==> src/rtl/alarm_ctrl.sv <==
// -----------------------------------------------------------------------------
// alarm_ctrl
//   Compares the current time against the stored alarm time and runs the
//   ring / snooze / stop state machine that drives the buzzer.
//
// Ports:
//   CLK          system clock
//   RESETN       synchronous, active-low reset
//   CUR_TIME     current time {MERIDIAN, HOUR[3:0], MIN[5:0], SEC[5:0]}
//   ALARM_TIME   alarm time, same layout (MERIDIAN is not compared)
//   ALARM_EN     alarm armed (level); low forces IDLE and blocks triggers
//   SEC_TICK     one-cycle pulse per second
//   STOP_BTN     one-cycle stop pulse
//   SNOOZE_BTN   one-cycle snooze pulse
//   ALARM_RING   buzzer enable
//   RING_START   one-cycle pulse in the cycle after every entry to RING
//   ALARM_STATE  00 IDLE, 01 RING, 10 SNOOZE
//   SNOOZE_CNT   snoozes used in the current alarm event
// -----------------------------------------------------------------------------
module alarm_ctrl #(
  parameter int RING_SECS   = 60,
  parameter int SNOOZE_SECS = 300,
  parameter int MAX_SNOOZE  = 3
) (
  input  logic        CLK,
  input  logic        RESETN,
  input  logic [16:0] CUR_TIME,
  input  logic [16:0] ALARM_TIME,
  input  logic        ALARM_EN,
  input  logic        SEC_TICK,
  input  logic        STOP_BTN,
  input  logic        SNOOZE_BTN,
  output logic        ALARM_RING,
  output logic        RING_START,
  output logic [1:0]  ALARM_STATE,
  output logic [2:0]  SNOOZE_CNT
);

  localparam logic [1:0] ST_IDLE   = 2'b00;
  localparam logic [1:0] ST_RING   = 2'b01;
  localparam logic [1:0] ST_SNOOZE = 2'b10;

  localparam logic [8:0] RING_LIMIT  = 9'(RING_SECS);
  localparam logic [8:0] SNOOZE_LOAD = 9'(SNOOZE_SECS);
  localparam logic [2:0] SNOOZE_MAX  = 3'(MAX_SNOOZE);

  logic [1:0] state_r;
  logic [1:0] state_nxt_s;
  logic [8:0] timer_r;
  logic [8:0] timer_nxt_s;
  logic [8:0] timer_inc_s;
  logic [2:0] snooze_cnt_r;
  logic [2:0] snooze_cnt_nxt_s;
  logic       match_s;
  logic       match_d_r;
  logic       trigger_s;
  logic       ring_start_nxt_s;
  logic       ring_start_r;
  logic       alarm_ring_r;
  logic       unused_meridian_s;

  // MERIDIAN does not take part in the comparison.
  assign match_s           = (CUR_TIME[15:0] == ALARM_TIME[15:0]);
  assign unused_meridian_s = CUR_TIME[16] ^ ALARM_TIME[16];
  // Only the rising edge of the match triggers, so a held time cannot retrigger.
  assign trigger_s         = match_s & ~match_d_r;
  assign timer_inc_s       = timer_r + 9'd1;

  // Next-state, timer and snooze-count selection in priority order.
  always_comb begin
    state_nxt_s      = state_r;
    timer_nxt_s      = timer_r;
    snooze_cnt_nxt_s = snooze_cnt_r;
    ring_start_nxt_s = 1'b0;
    if (!ALARM_EN) begin
      state_nxt_s      = ST_IDLE;
      timer_nxt_s      = 9'd0;
      snooze_cnt_nxt_s = 3'd0;
    end else begin
      case (state_r)
        ST_IDLE: begin
          if (trigger_s) begin
            state_nxt_s      = ST_RING;
            timer_nxt_s      = 9'd0;
            ring_start_nxt_s = 1'b1;
          end else begin
            timer_nxt_s      = 9'd0;
          end
        end
        ST_RING: begin
          if (STOP_BTN) begin
            state_nxt_s      = ST_IDLE;
            timer_nxt_s      = 9'd0;
            snooze_cnt_nxt_s = 3'd0;
          end else if (SEC_TICK && (timer_inc_s == RING_LIMIT)) begin
            // Auto-stop: the increment on this tick reaches the ring length.
            state_nxt_s      = ST_IDLE;
            timer_nxt_s      = 9'd0;
            snooze_cnt_nxt_s = 3'd0;
          end else if (SNOOZE_BTN && (snooze_cnt_r < SNOOZE_MAX)) begin
            state_nxt_s      = ST_SNOOZE;
            timer_nxt_s      = SNOOZE_LOAD;
            snooze_cnt_nxt_s = snooze_cnt_r + 3'd1;
          end else if (SEC_TICK) begin
            timer_nxt_s      = timer_inc_s;
          end else begin
            timer_nxt_s      = timer_r;
          end
        end
        ST_SNOOZE: begin
          if (STOP_BTN) begin
            state_nxt_s      = ST_IDLE;
            timer_nxt_s      = 9'd0;
            snooze_cnt_nxt_s = 3'd0;
          end else if (SEC_TICK) begin
            // A zero timer here is unreachable; treating it like 1 avoids a wrap.
            if (timer_r <= 9'd1) begin
              state_nxt_s      = ST_RING;
              timer_nxt_s      = 9'd0;
              ring_start_nxt_s = 1'b1;
            end else begin
              timer_nxt_s      = timer_r - 9'd1;
            end
          end else begin
            timer_nxt_s      = timer_r;
          end
        end
        default: begin
          state_nxt_s      = ST_IDLE;
          timer_nxt_s      = 9'd0;
          snooze_cnt_nxt_s = 3'd0;
        end
      endcase
    end
  end

  // State, timer, counters and registered outputs.
  always_ff @(posedge CLK) begin
    if (!RESETN) begin
      state_r      <= ST_IDLE;
      timer_r      <= 9'd0;
      snooze_cnt_r <= 3'd0;
      match_d_r    <= 1'b0;
      ring_start_r <= 1'b0;
      alarm_ring_r <= 1'b0;
    end else begin
      state_r      <= state_nxt_s;
      timer_r      <= timer_nxt_s;
      snooze_cnt_r <= snooze_cnt_nxt_s;
      match_d_r    <= match_s;
      ring_start_r <= ring_start_nxt_s;
      alarm_ring_r <= (state_nxt_s == ST_RING);
    end
  end

  assign ALARM_RING  = alarm_ring_r;
  assign RING_START  = ring_start_r;
  assign ALARM_STATE = state_r;
  assign SNOOZE_CNT  = snooze_cnt_r;

endmodule

==> config.mk <==
export PLATFORM = sky130hd
export DESIGN_NAME = alarm_ctrl
export DESIGN_NICKNAME = d
export VERILOG_FILES = /design/src/rtl/alarm_ctrl.sv
export SDC_FILE = /design/constraint.sdc
export NUM_CORES = 1
export LEC_CHECK = 0
export CAP_MARGIN = 40
export CELL_PAD_IN_SITES_DETAIL_PLACEMENT = 1
export CELL_PAD_IN_SITES_GLOBAL_PLACEMENT = 1
export CORE_MARGIN = 1
export CORE_UTILIZATION = 36
export DETAILED_ROUTE_END_ITERATION = 16
export PLACE_DENSITY = 0.85
export SYNTH_ARGS = -nofsm -noshare
export SYNTH_HDL_FRONTEND = slang
export SYNTH_SLANG_ARGS = --single-unit
==> constraint.sdc <==
create_clock -name CLK -period 3 [get_ports CLK]
set_input_delay 0.3 -clock CLK [delete_from_list [all_inputs] [get_ports CLK]]
set_output_delay 0.3 -clock CLK [all_outputs]
set_load 0.03 [all_outputs]
==> results.sh <==
export IMPL_setup_worst_path_start="timer_r[0]$_SDFFE_PN0P_"
export IMPL_leakage_nw=0.752
export IMPL_synth_edf_count=0
export IMPL_fin_cells=292
export IMPL_cts_tree="built"
export IMPL_dieArea_um2=4610
export IMPL_hold_path_class="flop to flop"
export IMPL_place_area_um2=2020
export IMPL_clk_pin_slew_worst_paths_ps=70
export IMPL_drtIter0Drc=67
export IMPL_nFillCells=499
export IMPL_syn_inst=203
export IMPL_tns_ps=0
export IMPL_ctsResizeCount=0
export IMPL_ioPinCount=47
export IMPL_drc_errors=0
export IMPL_status="finished, final reports clean"
export IMPL_insertedDiodeCount=0
export IMPL_cellPowerDensity_nw_per_um2=237
export IMPL_synth_common_cells="xnor2_1, dfxtp_1, nand2_1, a21oi_1, o21ai_0"
export IMPL_detail_route_antenna_nets=0
export IMPL_period_share=0.838
export IMPL_overflow=0
export IMPL_rrSetupSlack_ps=480
export IMPL_worst_pin_slew_ps=558
export IMPL_crit_path_start_kind="flop"
export IMPL_grt_max_degree=14
export IMPL_h_tree_depth=1
export IMPL_path_cells="ha_1 > nand2_1 > or3_1 > a32oi_1 > a21oi_2 > a211o_1 > a2111oi_2"
export IMPL_rsz0062_at_grt="false"
export IMPL_dp_cells=288
export IMPL_worstPathRequired_ps=3170
export IMPL_max_freq_mhz=398
export IMPL_drt_wl_total_um=4730
export IMPL_max_slew_margin=0.627
export IMPL_finalMaxSlewViolations=0
export IMPL_synth_top_flop_cell="dfxtp_1"
export IMPL_syn_area_um2=1560
export IMPL_path_max_fanout=13
export IMPL_rows=23
export IMPL_regArea_um2=340
export IMPL_cts_buffer_depth=2
export IMPL_antenna_found_initial=0
export IMPL_worst_setup_path_end_kind="flop"
export IMPL_peakVddDrop_uv=127
export IMPL_die_width_um=67.9
export IMPL_synth_top_area_cell="dfxtp_1"
export IMPL_r2r_start="timer_r[0]$_SDFFE_PN0P_"
export IMPL_syn_avg_cell_area_um2=7.70
export IMPL_drt_pass1_iterations=4
export IMPL_cts_buffers=3
export IMPL_synth_area_leaders="dfxtp_1, xnor2_1, ha_1"
export IMPL_fin_area_um2=2070
export IMPL_fin_crit_ps=2520
export IMPL_holdCritStartpoint="SNOOZE_CNT[1]$_SDFFE_PN0P_"
export IMPL_synthArstFlopShare=0
export IMPL_first_global_vias=1718
export IMPL_routabilityCongestion=0.847
export IMPL_synth_top_area_frac=0.218
export IMPL_start_util=0.382
export IMPL_maxCapViolCount=0
export IMPL_drive_gt1_frac=0.0537
export IMPL_path_class="flop to flop"
export IMPL_clkLatencyLatePin_ps=260
export IMPL_vias_per_cell=5.75
export IMPL_post_cts_repair_setup_buffers=0
export IMPL_cts_sinks=17
export IMPL_yosysUniqueCellTypes=46
export IMPL_area_growth_pct=32.4
export IMPL_track_usage=0.220
export IMPL_slowest_stage="dfxtp_1"
export IMPL_die_h_um=67.9
export IMPL_multi_input_area_um2=1140
export IMPL_ys_seq_elements=17
export IMPL_synth_most_common_cell="xnor2_1"
export IMPL_via_count=1680
export IMPL_yosysWarnings=0
export IMPL_port_buffers=44
export IMPL_synth_net_count=252
export IMPL_finClkSkew_ps=3.54
export IMPL_slowest_delay_ps=580
export IMPL_nets=292
export IMPL_grt_pass1_wl_um=7470
export IMPL_coreArea_um2=4090
export IMPL_wl_per_cell_um=16.2
export IMPL_clockRootBuffer="clkbuf_8"
export IMPL_crit_arrival_ps=2680
export IMPL_dp_hpwl_um=3790
export IMPL_cts_hold_buf=0
export IMPL_setup_viol=0
export IMPL_seq_area_frac_synth=0.218
export IMPL_finalHoldViolCount=0
[registers in the layout (all words and copies together) (netlist names)]
register / flops
SNOOZE_CNT: 3
ALARM_STATE: 2
match_d_r: 1
ALARM_RING: 1
timer_r: 9
RING_START: 1
[cells in the final DEF, fill, tap and decap left out, types with 2 or more instances in the layout]
master / netlist / layout
or3_1: 3 / 3
a21oi_1: 15 / 15
o21ai_0: 15 / 15
inv_1: 9 / 9
o211ai_1: 9 / 9
ha_1: 9 / 9
xnor2_1: 18 / 18
a32oi_1: 2 / 2
o211a_1: 2 / 2
and3_1: 4 / 4
nand2_1: 16 / 16
and2_1: 7 / 7
a31oi_1: 4 / 4
dfxtp_1: 17 / 17
a22o_1: 2 / 2
clkdlybuf4s50_1: 0 / 44
nor2_1: 13 / 13
nor2b_1: 5 / 5
nand2b_1: 5 / 5
nor4_1: 2 / 2
clkbuf_8: 0 / 3
nand3_1: 7 / 7
and3b_1: 2 / 2
nand4_1: 7 / 7
[stage by stage]
step	power (mW)	worst slack (ps)	hold WS [ps]	util
after floorplan	0.258	981	422	-
after global routing	0.515	288	551	0.506
after global placement	0.315	513	477	0.495
after detailed placement	0.317	480	508	0.495
final	0.490	485	518	0.506
after CTS	0.499	464	520	0.506
[power by group]
part / internal [mW] / total, mW / switching [mW]
logic: 0.0597 / 0.0854 / 0.0257
clock network: 0.0926 / 0.179 / 0.0869
registers: 0.226 / 0.226 / 0.000000637
[area by class of cell]
type,count,share of cell area
clock buffers,3,0.0200
clock inverters,1,0.00242
inverters,9,0.0163
multi-input cells,167,0.550
flip-flops and latches,17,0.164
well taps,50,0.0302
repair buffers,45,0.216
[path summary, 6_finish.rpt]
kind / to / cells past startpoint
worst max-delay path: ALARM_RING$_SDFF_PN0_ / 7
worst min-delay path: SNOOZE_CNT[1]$_SDFFE_PN0P_ / 2
worst max register to register: ALARM_RING$_SDFF_PN0_ / 7
worst min register to register: SNOOZE_CNT[1]$_SDFFE_PN0P_ / 2
[cells by family (layout without fill, tap and decap cells)]
group | after synthesis | in the layout | share of synthesized area
AO/OA/AOI/OAI | 61 | 61 | 0.264
XOR/XNOR | 19 | 19 | 0.106
adder cells (fa/ha/maj) | 9 | 9 | 0.0721
buffers and inverters | 19 | 58 | 0.0536
flip-flops | 17 | 17 | 0.218
AND/OR/NAND/NOR | 78 | 78 | 0.286
[worst max-delay path: cells and delay by family, from the launching register on]
family	cells	cell delay, ps
flops	1	580
compound gates	4	1040
simple gates	2	410
fa+ha+maj	1	380
[per-layer routing]
| layer | share of wire | wire length (um) | track usage | up-vias |
|---|---|---|---|---|
| met5 | 0 | 0 | 0 | - |
| met4 | 0.023 | 108 | 0.0964 | 0 |
| met3 | 0.052 | 246 | 0.0483 | 11 |
| met2 | 0.50 | 2390 | 0.399 | 54 |
| met1 | 0.42 | 1980 | 0.245 | 794 |
| li1 | - | - | - | 821 |
Power figures use the tool's default switching activity.
